File: config.mk
export PLATFORM = sky130hd
export DESIGN_NAME = sub_32_pipe
export DESIGN_NICKNAME = d
export VERILOG_FILES = /design/src/rtl/sub_32_pipe.sv
export SDC_FILE = /design/constraint.sdc
export NUM_CORES = 1
export LEC_CHECK = 0
export ABC_AREA = 1
export CAP_MARGIN = 20
export CORE_ASPECT_RATIO = 1.1
export CORE_MARGIN = 5
export CORE_UTILIZATION = 23
export DETAILED_ROUTE_END_ITERATION = 16
export PLACE_DENSITY = 0.44
export SLEW_MARGIN = 20
export SYNTH_ARGS = -nofsm -noshare
export SYNTH_HDL_FRONTEND = slang
export SYNTH_SLANG_ARGS = --single-unit
File: constraint.sdc
create_clock -name clk -period 2.3 [get_ports clk]
set_clock_uncertainty 0.15 [all_clocks]
set_input_delay 0.23 -clock clk [delete_from_list [all_inputs] [get_ports clk]]
set_output_delay 0.23 -clock clk [all_outputs]
set_load 0.02 [all_outputs]
File: src/rtl/sub_32_pipe.sv
// Two-stage pipelined 32-bit subtractor (diff = a - b - bin) with valid/ready on both sides.
// Define SUB32_FLAGS_EN to register {N,Z,C,V} flags; otherwise flags is tied to 4'h0.
module sub_32_pipe (
  input  logic        clk,
  input  logic        rst,
  input  logic        in_valid,
  output logic        in_ready,
  input  logic [31:0] a_reg,
  input  logic [31:0] b_reg,
  input  logic        bin,
  output logic        out_valid,
  input  logic        out_ready,
  output logic [31:0] diff,
  output logic        bout,
  output logic [3:0]  flags
);

  logic        s1_load_s;
  logic        s2_load_s;
  logic [16:0] lo_sub_s;
  logic [16:0] hi_sub_s;
  logic [31:0] full_diff_s;

  logic        s1_valid_q, s1_valid_d;
  logic [15:0] s1_lo_q,    s1_lo_d;
  logic        s1_brw_q,   s1_brw_d;
  logic [15:0] s1_ahi_q,   s1_ahi_d;
  logic [15:0] s1_bhi_q,   s1_bhi_d;
`ifdef SUB32_FLAGS_EN
  logic        s1_as_q,    s1_as_d;
  logic        s1_bs_q,    s1_bs_d;
`endif

  logic        s2_valid_q, s2_valid_d;
  logic [31:0] diff_q,     diff_d;
  logic        bout_q,     bout_d;
  logic [3:0]  flags_q,    flags_d;

  // Handshake: a stage loads when empty or when its occupant leaves this cycle.
  always_comb begin
    s2_load_s = s1_valid_q && (!s2_valid_q || out_ready);
    in_ready  = !s1_valid_q || s2_load_s;
    s1_load_s = in_valid && in_ready;
  end

  // Stage 1: low-half subtract; bit 16 of the 17-bit result is the half borrow.
  always_comb begin
    lo_sub_s = {1'b0, a_reg[15:0]} - {1'b0, b_reg[15:0]} - {16'h0000, bin};
    if (s1_load_s) begin
      s1_lo_d  = lo_sub_s[15:0];
      s1_brw_d = lo_sub_s[16];
      s1_ahi_d = a_reg[31:16];
      s1_bhi_d = b_reg[31:16];
    end else begin
      s1_lo_d  = s1_lo_q;
      s1_brw_d = s1_brw_q;
      s1_ahi_d = s1_ahi_q;
      s1_bhi_d = s1_bhi_q;
    end
`ifdef SUB32_FLAGS_EN
    if (s1_load_s) begin
      s1_as_d = a_reg[31];
      s1_bs_d = b_reg[31];
    end else begin
      s1_as_d = s1_as_q;
      s1_bs_d = s1_bs_q;
    end
`endif
    if (s1_load_s) begin
      s1_valid_d = 1'b1;
    end else if (s2_load_s) begin
      s1_valid_d = 1'b0;
    end else begin
      s1_valid_d = s1_valid_q;
    end
  end

  // Stage 2: high-half subtract consuming the registered half borrow.
  always_comb begin
    hi_sub_s    = {1'b0, s1_ahi_q} - {1'b0, s1_bhi_q} - {16'h0000, s1_brw_q};
    full_diff_s = {hi_sub_s[15:0], s1_lo_q};
    if (s2_load_s) begin
      diff_d = full_diff_s;
      bout_d = hi_sub_s[16];
`ifdef SUB32_FLAGS_EN
      flags_d = {full_diff_s[31],
                 (full_diff_s == 32'h0000_0000),
                 hi_sub_s[16],
                 (s1_as_q ^ s1_bs_q) & (full_diff_s[31] ^ s1_as_q)};
`else
      flags_d = 4'h0;
`endif
    end else begin
      diff_d  = diff_q;
      bout_d  = bout_q;
      flags_d = flags_q;
    end
    if (s2_load_s) begin
      s2_valid_d = 1'b1;
    end else if (out_ready) begin
      s2_valid_d = 1'b0;
    end else begin
      s2_valid_d = s2_valid_q;
    end
  end

  // Pipeline state registers; reset discards any in-flight beats.
  always_ff @(posedge clk or posedge rst) begin
    if (rst) begin
      s1_valid_q <= 1'b0;
      s1_lo_q    <= 16'h0000;
      s1_brw_q   <= 1'b0;
      s1_ahi_q   <= 16'h0000;
      s1_bhi_q   <= 16'h0000;
`ifdef SUB32_FLAGS_EN
      s1_as_q    <= 1'b0;
      s1_bs_q    <= 1'b0;
`endif
      s2_valid_q <= 1'b0;
      diff_q     <= 32'h0000_0000;
      bout_q     <= 1'b0;
      flags_q    <= 4'h0;
    end else begin
      s1_valid_q <= s1_valid_d;
      s1_lo_q    <= s1_lo_d;
      s1_brw_q   <= s1_brw_d;
      s1_ahi_q   <= s1_ahi_d;
      s1_bhi_q   <= s1_bhi_d;
`ifdef SUB32_FLAGS_EN
      s1_as_q    <= s1_as_d;
      s1_bs_q    <= s1_bs_d;
`endif
      s2_valid_q <= s2_valid_d;
      diff_q     <= diff_d;
      bout_q     <= bout_d;
      flags_q    <= flags_d;
    end
  end

  assign out_valid = s2_valid_q;
  assign diff      = diff_q;
  assign bout      = bout_q;
  assign flags     = flags_q;

endmodule
==> metrics.cfg <==
[clock_tree]
clock_path_buffers = 2
insertion_delay_ps = 350
htreeDepth = 3
cts_tree = built
clock_sinks = 84
hold_buffers = 0
root_buffer = clkbuf_16
cts.clk_slew.worst_paths_ps = 70
cts_inserted_buffers = 9

[cells_and_area]
fin_nets = 1082
antenna_cells = 0
nFillCells = 2803
final_util = 0.3060
final_cells = 1269
area_growth_pct = 32.49
final_layout_size_suffix_gt1_frac = 0.08281

[power_and_ir_drop]
p_sw_mw = 2.829
powerDensity_nw_per_um2 = 918.3
power.share.clock = 0.212
leakage_nw = 4.224
seq_power_share = 0.304
p_int_mw = 4.227
peakVddDrop_v = 0.0003432
sw_frac_of_total = 0.4009
comb_power_share = 0.483

[worst_hold_path]
hold_path.class = input pin to asynchronous set/reset pin

[global_routing]
grt_overflow = 0
antenna_found_initial = 0
first_global_vias = 4979
grt_max_degree = 85
grtUsageTotal = 0.1057
grt_pass1_wl_um = 24210

[logic_synthesis]
synth_seq_cells = 84
syn_avg_cell_area_um2 = 7.012
ys_types = 26
syn_inst = 827
ys_seq_area_frac = 0.3625
netlist_area_um2 = 5799
synth_warnings = 0

[die]
start_util = 0.2310
dieWidth_um = 161.4
fp.dieH_um = 176.5
row_count = 61
io_pins = 108
fp.dieArea_um2 = 28490
core_area_um2 = 25110

[route]
m1WireLength_um = 6375
top_layer_used = met4
drt_iter0_drc = 182
vias = 4953
drt_wl_total_um = 14270
drc = 0
drtPass1Iterations = 4
ant_nets = 0
dr_wl_met2_um = 7196
wl_per_cell_um = 11.24
vias_per_cell = 3.903
dr_wl_met3_um = 429

[placement]
port_buffers = 103
place_hpwl_um = 11380
dpl.cell_count = 1253
place.gp.congestion = 0.8410

[sta]
fmax_mhz = 466.2
grt_setup_unrepaired = yes
timing.final.crit_share = 0.9326
tightest_slew_ps = 525.1
slew_violations = 0
finalSetupViolCount = 0
finalHoldViolations = 0
slew_headroom = 0.6494
fin_crit_ps = 2145

[setup_path]
worstPathMaxFanout = 3
worstPathArrival_ps = 2280
startpoint_type = flip-flop
crit_required_ps = 2430
rrSetupSlack_ps = 150
worst-setup-path-type = flip-flop to flip-flop
worst_setup_path_end_kind = flip-flop

[status]
status = finished clean

[job]
drv_cap = 0

-- area by class of cell --
type / instances / area, µm² / share of cell area
Clock buffer: 9 / 225.2 / 0.02931
Clock inverter: 7 / 82.58 / 0.01075
Inverter: 184 / 694.4 / 0.09038
Multi-Input combinational cell: 542 / 2929 / 0.3812
Sequential cell: 84 / 2102 / 0.2736
Tap cell: 315 / 394.1 / 0.05129
Timing Repair Buffer: 128 / 1256 / 0.1635
-- layer usage --
metal	vias to the layer above	GRT usage
met1	2171	0.1232
met3	12	0.01518
met4	0	0.04266
li1	2706	-
met2	64	0.1941
met5	-	0
-- Yosys cell counts (all sizes together) --
| cell type | n | area (µm²) |
|---|---|---|
| dfrtp | 84 | 2102 |
| nor3 | 6 | 45.04 |
| nand3 | 23 | 120.1 |
| a21oi | 17 | 85.08 |
| xnor2 | 13 | 113.9 |
| or2 | 2 | 12.51 |
| buf | 19 | 115.1 |
| conb | 1 | 3.750 |
| nor2 | 25 | 103.9 |
| nand2 | 340 | 1304 |
| and2 | 2 | 12.51 |
| a31oi | 2 | 12.51 |
| o22ai | 1 | 6.260 |
| fa | 4 | 80.08 |
| ha | 60 | 750.7 |
| nand3b | 9 | 67.56 |
| inv | 184 | 690.7 |
| clkbuf | 1 | 3.750 |
| o21ai | 34 | 170.2 |
-- power groups by stage --
stage          combinational, mW  clock [mW]  sequential (mW)
6_report                    3.41        1.50             2.15
3_5_place_dp                3.46           0             2.19
5_1_grt                     3.91        1.62             2.21
4_1_cts                     3.48        1.57             2.16
2_1_floorplan               1.89           0             2.44
3_3_place_gp                3.44           0             2.18
-- worst max-delay path, cell delays in order (launching register included) --
cell     delay, ps
dfrtp_1        400
fa_2           550
inv_1           40
ha_1           160
inv_1           60
nand2_2         50
nand2_1         50
nand2_1         60
nand2_1         70
nand2_2         90
nand2_2         80
nand2_1         50
nand2_1         70
nand3_2        100
nand2_1        110
-- cell usage in the layout, fill, tap and decap left out, types with 3 or more instances in the layout --
| cell | Yosys | layout |
|---|---|---|
| inv_1 | 180 | 177 |
| inv_2 | 4 | 6 |
| nor2_1 | 21 | 21 |
| nor3_1 | 3 | 3 |
| clkbuf_16 | 0 | 9 |
| nand3_1 | 22 | 20 |
| buf_12 | 0 | 3 |
| clkinv_4 | 0 | 4 |
| nor3_2 | 3 | 3 |
| nand2_2 | 11 | 17 |
| conb_1 | 1 | 4 |
| nand3_2 | 1 | 3 |
| o21ai_0 | 20 | 20 |
| clkdlybuf4s50_1 | 0 | 103 |
| a21oi_1 | 17 | 17 |
| nand3b_1 | 9 | 9 |
| nand2_1 | 329 | 323 |
| xnor2_1 | 13 | 13 |
| buf_4 | 8 | 22 |
| nor2_2 | 4 | 4 |
| o21ai_1 | 14 | 14 |
| dfrtp_1 | 84 | 84 |
| ha_1 | 60 | 60 |
-- registers in the layout (all words and copies together) (netlist names) --
signal      count
bout            1
diff           32
out_valid       1
s1_ahi_q       16
s1_bhi_q       16
s1_brw_q        1
s1_lo_q        16
s1_valid_q      1
-- path summary, 6_finish.rpt --
kind / endpoint / cells after the start / startpoint
setup reg to reg: diff[31] / 14 / s1_ahi_q[0]
hold reg to reg: diff[14] / 2 / s1_lo_q[14]
min in group clk: s1_bhi_q[14] / 3 / b_reg[30]
setup / recovery: diff[31] / 14 / s1_ahi_q[0]
hold / removal: out_valid / 3 / rst
max in group asynchronous: s1_ahi_q[13] / 3 / rst
-- metrics by stage --
| stage | hold slack [ps] | setup slack (ps) | cell area, µm² | power [mW] | TNS (ps) |
|---|---|---|---|---|---|
| 2_1_floorplan | 189.6 | 332.5 | 5814 | 4.324 | 0 |
| 3_3_place_gp | 300.6 | -189.5 | 7346 | 5.625 | -1165 |
| 3_5_place_dp | 306.0 | -192.9 | 7346 | 5.646 | -1229 |
| 4_1_cts | 216.8 | 36.89 | 7654 | 7.213 | 0 |
| 5_1_grt | 250.8 | -36.28 | 7684 | 7.746 | -36.28 |
| 6_report | 206.6 | 155.0 | 7684 | 7.056 | 0 |
-- cell families (layout without fill, tap and decap cells) --
group,after synthesis,after routing,synth area share
and+or+nand+nor,407,407,0.2872
buffers and inverters,204,328,0.1396
DFF,84,84,0.3625
adders and majority gates,64,64,0.1433
AOI/OAI and AO/OA,54,54,0.04725
xor gates and xnor gates,13,13,0.01963
other,1,4,0.0006466
-- repair_timing --
action                                  4_1_cts  5_1_grt
setup buffers                                 0        0
endpoints found under the setup margin        0        8
gates resized for setup                       0       12
endpoints found under the hold margin         0        0
Power figures use the tool's default switching activity.
==> variant 1 (same flow settings) <==
Build with the macro `SUB32_FLAGS_EN` defined.
--- a/src/rtl/sub_32_pipe.sv
+++ b/src/rtl/sub_32_pipe.sv
@@ -2,2 +2,4 @@
 // Define SUB32_FLAGS_EN to register {N,Z,C,V} flags; otherwise flags is tied to 4'h0.
+`define SUB32_FLAGS_EN
+
 module sub_32_pipe (
Behaviour: not the same (Yosys sat finds a counterexample within 4 cycles, from zero or initial values and one cycle with rst high).
==> variant 1 against the unedited design <==
- the run now ends with negative setup slack left
- core utilization rose by 3.0 points
- power rose by 19%
- combinational power grew 39%
- critical path depth rose by 3
- synthesized area is 0.28% higher
- sequential cell count grew 2
- design area increased by 9.9%
- setup slack lost 0.27 ns
- wire length up 17%
- critical path type unchanged
- critical endpoint is now flags[2]$_DFFE_PP0P_
==> variant 1: results <==
set metrics [dict create \
    status "finished with violations" \
    failed_checks "negative setup slack" \
    max_slew.worst_pin.slew_ns 0.505 \
    drt_pass1_iterations 6 \
    place.gp.congestion 0.817 \
    worst_case_setup_margin_in_the_final_layout_ns -0.113 \
    post-dp-hpwl_microns 13000 \
    routed_wirelength_microns 16600 \
    post_synth_num_cell_types 33 \
    report.final.setup_viol 3 \
    maximum_number_of_pins_on_one_net_before_global_route_repair 87 \
    grt_pass1_wl_microns 27000 \
    iteration_0_drc_count_of_the_detailed_router 186 \
    fraction_of_the_yosys_area_taken_by_sequential_cells_pct 37.0 \
    grt.met3_usage_pct 2.98 \
    groute.layer.met1.usage_pct 14.4 \
    grt_usage_pct 11.9 \
    ys_top_cells_by_count "265 x sky130_fd_sc_hd__nand2_1, 159 x sky130_fd_sc_hd__inv_1, 86 x sky130_fd_sc_hd__dfrtp_1" \
    number_of_i_o_port_buffers 107 \
    comb_power_share_pct 56.1 \
    nets 1120 \
    global_route.usage.met2_pct 21.1 \
    top_fanout_value_on_the_critical_path 4 \
    route.vias.total 5399 \
    timing.critical_path.slowest_cell_delay_ns 0.61 \
    vdd_drop_max_uv 401 \
]
==> variant 1: routing by layer <==
layer | share of wire, % | wire length, microns
met4 | 1.3 | 210
met5 | 0 | 0
met1 | 44 | 7320
met3 | 4.6 | 760
met2 | 50 | 8340
==> variant 1: kinds of logic (layout without fill, tap and decap cells) <==
family | count (synthesis) | count (layout) | share of synthesized area [%]
buf+inv | 179 | 355 | 11.8
simple gates | 384 | 384 | 27.0
flops | 86 | 86 | 37.0
compound gates | 97 | 97 | 9.06
xor+xnor | 6 | 6 | 0.904
fa+ha+maj | 64 | 64 | 14.3
==> variant 1: timing repair <==
item / 4_1_cts / 5_1_grt
buffers inserted: 3 / 4
resized for setup: 25 / 74
hold endpoints to repair: 0 / 0
pin swaps: 13 / 25
setup endpoints to repair: 18 / 22
==> variant 1: area by class of cell <==
class / instances / area (sq um)
Clock inverter: 7 / 73.8
Multi-Input combinational cell: 551 / 3360
Tap cell: 315 / 394
Timing Repair Buffer: 179 / 1640
Fill cell: 2673 / 16700
Clock buffer: 9 / 225
Inverter: 160 / 604
Sequential cell: 86 / 2150
==> variant 1: worst min-delay path, stage by stage <==
cell	delay (ns)
sky130_fd_sc_hd__clkdlybuf4s50_1	0.44
sky130_fd_sc_hd__clkinvlp_4	0.09
sky130_fd_sc_hd__buf_12	0.36
==> variant 1: path summary, 6_finish.rpt <==
path | from | end | slack, ns | depth (start not counted)
max in group asynchronous | rst | s1_ahi_q[10]$_DFFE_PP0P_ | 1.39 | 3
setup reg to reg | s1_bhi_q[0]$_DFFE_PP0P_ | flags[2]$_DFFE_PP0P_ | -0.11 | 17
hold reg to reg | diff[2]$_DFFE_PP0P_ | diff[2]$_DFFE_PP0P_ | 0.34 | 2
hold / removal | rst | s1_bhi_q[0]$_DFFE_PP0P_ | 0.20 | 3
min in group clk | b_reg[19] | s1_bhi_q[3]$_DFFE_PP0P_ | 0.27 | 3
setup / recovery | s1_bhi_q[0]$_DFFE_PP0P_ | flags[2]$_DFFE_PP0P_ | -0.11 | 17
==> variant 1: stage by stage <==
| stage | area [sq um] | util (%) | instances | setup WS (ns) | power, mW |
|---|---|---|---|---|---|
| 5_1_grt | 8440 | 33.6 | 1307 | -0.313 | 9.18 |
| 3_5_place_dp | 7700 | 30.7 | 1284 | -0.578 | 6.47 |
| 3_3_place_gp | 7700 | 30.7 | 1284 | -0.556 | 6.45 |
| 4_1_cts | 8090 | 32.2 | 1303 | -0.152 | 8.08 |
| 6_report | 8440 | 33.6 | 1307 | -0.113 | 8.43 |
| 2_1_floorplan | 5820 | - | 816 | 0.140 | 4.55 |
==> variant 2 (config.mk and constraints unchanged) <==
Made on the original files. Reset style: synchronous (`rst`), changed in one clocked block.
--- a/src/rtl/sub_32_pipe.sv
+++ b/src/rtl/sub_32_pipe.sv
@@ -107,3 +107,3 @@
   // Pipeline state registers; reset discards any in-flight beats.
-  always_ff @(posedge clk or posedge rst) begin
+  always_ff @(posedge clk) begin
     if (rst) begin
Check against the original RTL: differs if rst is asserted again (counterexample within 4 cycles, from zero or initial values and one cycle with rst high); with rst held inactive, the same outputs for 10 cycles.
==> variant 2 against the unedited design <==
- sequential cell count unchanged
- global-route usage about the same
- design area down 1.5%
- wire length up 3.5%
- power down 32%
- synthesized area down 1.1%
- sequential share of layout area down 5.1 points
- non-clock buffer count up 6
- maximum frequency up 1.2%
- critical path depth up 2
- core utilization up 0.24 points
- setup slack better by 0.026 ns
- critical path type unchanged
- critical endpoint is now diff[27]$_SDFFE_PP0P_
- highest routed layer unchanged
==> variant 2: results <==
set metrics [dict create \
    status "completed" \
    logic_power_comb_mw 1.77 \
    grt_usage_pct 10.5 \
    n_fill_cell 2725 \
    async_flop_share_pct 0 \
    place.gp.congestion 0.785 \
    regToRegStartpoint "s1_bhi_q[0]$_SDFFE_PP0P_" \
    family_with_the_most_delay_on_the_worst_path "adder cells" \
    comb_power_share_pct 37.0 \
    post-dp-hpwl_microns 12000 \
    vdd_drop_max_uv 341 \
    worst_case_setup_margin_in_the_final_layout_ns 0.181 \
    met3_wl_post_dr_microns 645 \
    worst-endpoint-arrival_ns 2.21 \
    final_worst_hold_slack_ns 0.300 \
    groute.layer.met1.usage_pct 12.1 \
    iteration_0_drc_count_of_the_detailed_router 190 \
    post_layout_nonfiller_instances 1315 \
    hold_path.class "reg2reg" \
    ys_top_cells_by_count "218 x sky130_fd_sc_hd__inv_1, 180 x sky130_fd_sc_hd__nand2_1, 84 x sky130_fd_sc_hd__dfxtp_1, 84 x sky130_fd_sc_hd__nor2_1, 68 x sky130_fd_sc_hd__o21ai_0" \
    met2WireLength_microns 7570 \
    met1Wirelength_microns 6360 \
    nets 1134 \
    r2r_setup_slack_ns 0.18 \
    yosysMostFrequentCell "sky130_fd_sc_hd__inv_1" \
    power.leakage_nw 3.98 \
    r2r.worst_path.cells 16 \
    post_synth_num_cell_types 25 \
    synthesis.area_per_instance_sq_um 6.50 \
    synthTopCellsByArea "sky130_fd_sc_hd__dfxtp_1 29%, sky130_fd_sc_hd__inv_1 14%, sky130_fd_sc_hd__ha_1 13%" \
    clock_power_mw 1.38 \
    detailedPlace.worstSlack_ns -0.245 \
    global_route.usage.met2_pct 19.4 \
    place_area_sq_um 7260 \
    postSynth.topFlopCell "sky130_fd_sc_hd__dfxtp_1" \
    maximum_number_of_pins_on_one_net_before_global_route_repair 38 \
    internal_power_mw 3.08 \
    detail_route.wl_per_cell_microns 11.2 \
]
==> variant 2: cell count changes after synthesis, sizes merged, moves of 12 or more <==
cell | unedited run | this run
a21oi | 17 | 68
dfrtp | 84 | 0
dfxtp | 0 | 84
inv | 184 | 230
nand2 | 340 | 197
nor2 | 25 | 84
o21ai | 34 | 69
xnor2 | 13 | 1
xor2 | 0 | 13
==> variant 2: layout make-up <==
cell class | count | area, sq um | area share, %
Tap cell | 310 | 388 | 5.12
Clock buffer | 10 | 239 | 3.16
Inverter | 230 | 863 | 11.4
Sequential cell | 84 | 1680 | 22.2
Clock inverter | 5 | 37.5 | 0.496
Multi-Input combinational cell | 542 | 3060 | 40.4
Timing Repair Buffer | 134 | 1300 | 17.2
==> variant 2: kinds of logic (layout without fill, tap and decap cells) <==
logic type	Yosys count	after routing	share of synthesized area, %
simple gates	321	321	23.4
xor+xnor	14	14	2.14
other cells	1	4	0.0654
fa+ha+maj	64	64	14.5
compound gates	139	139	12.4
flops	84	84	29.3
buf+inv	260	379	18.2
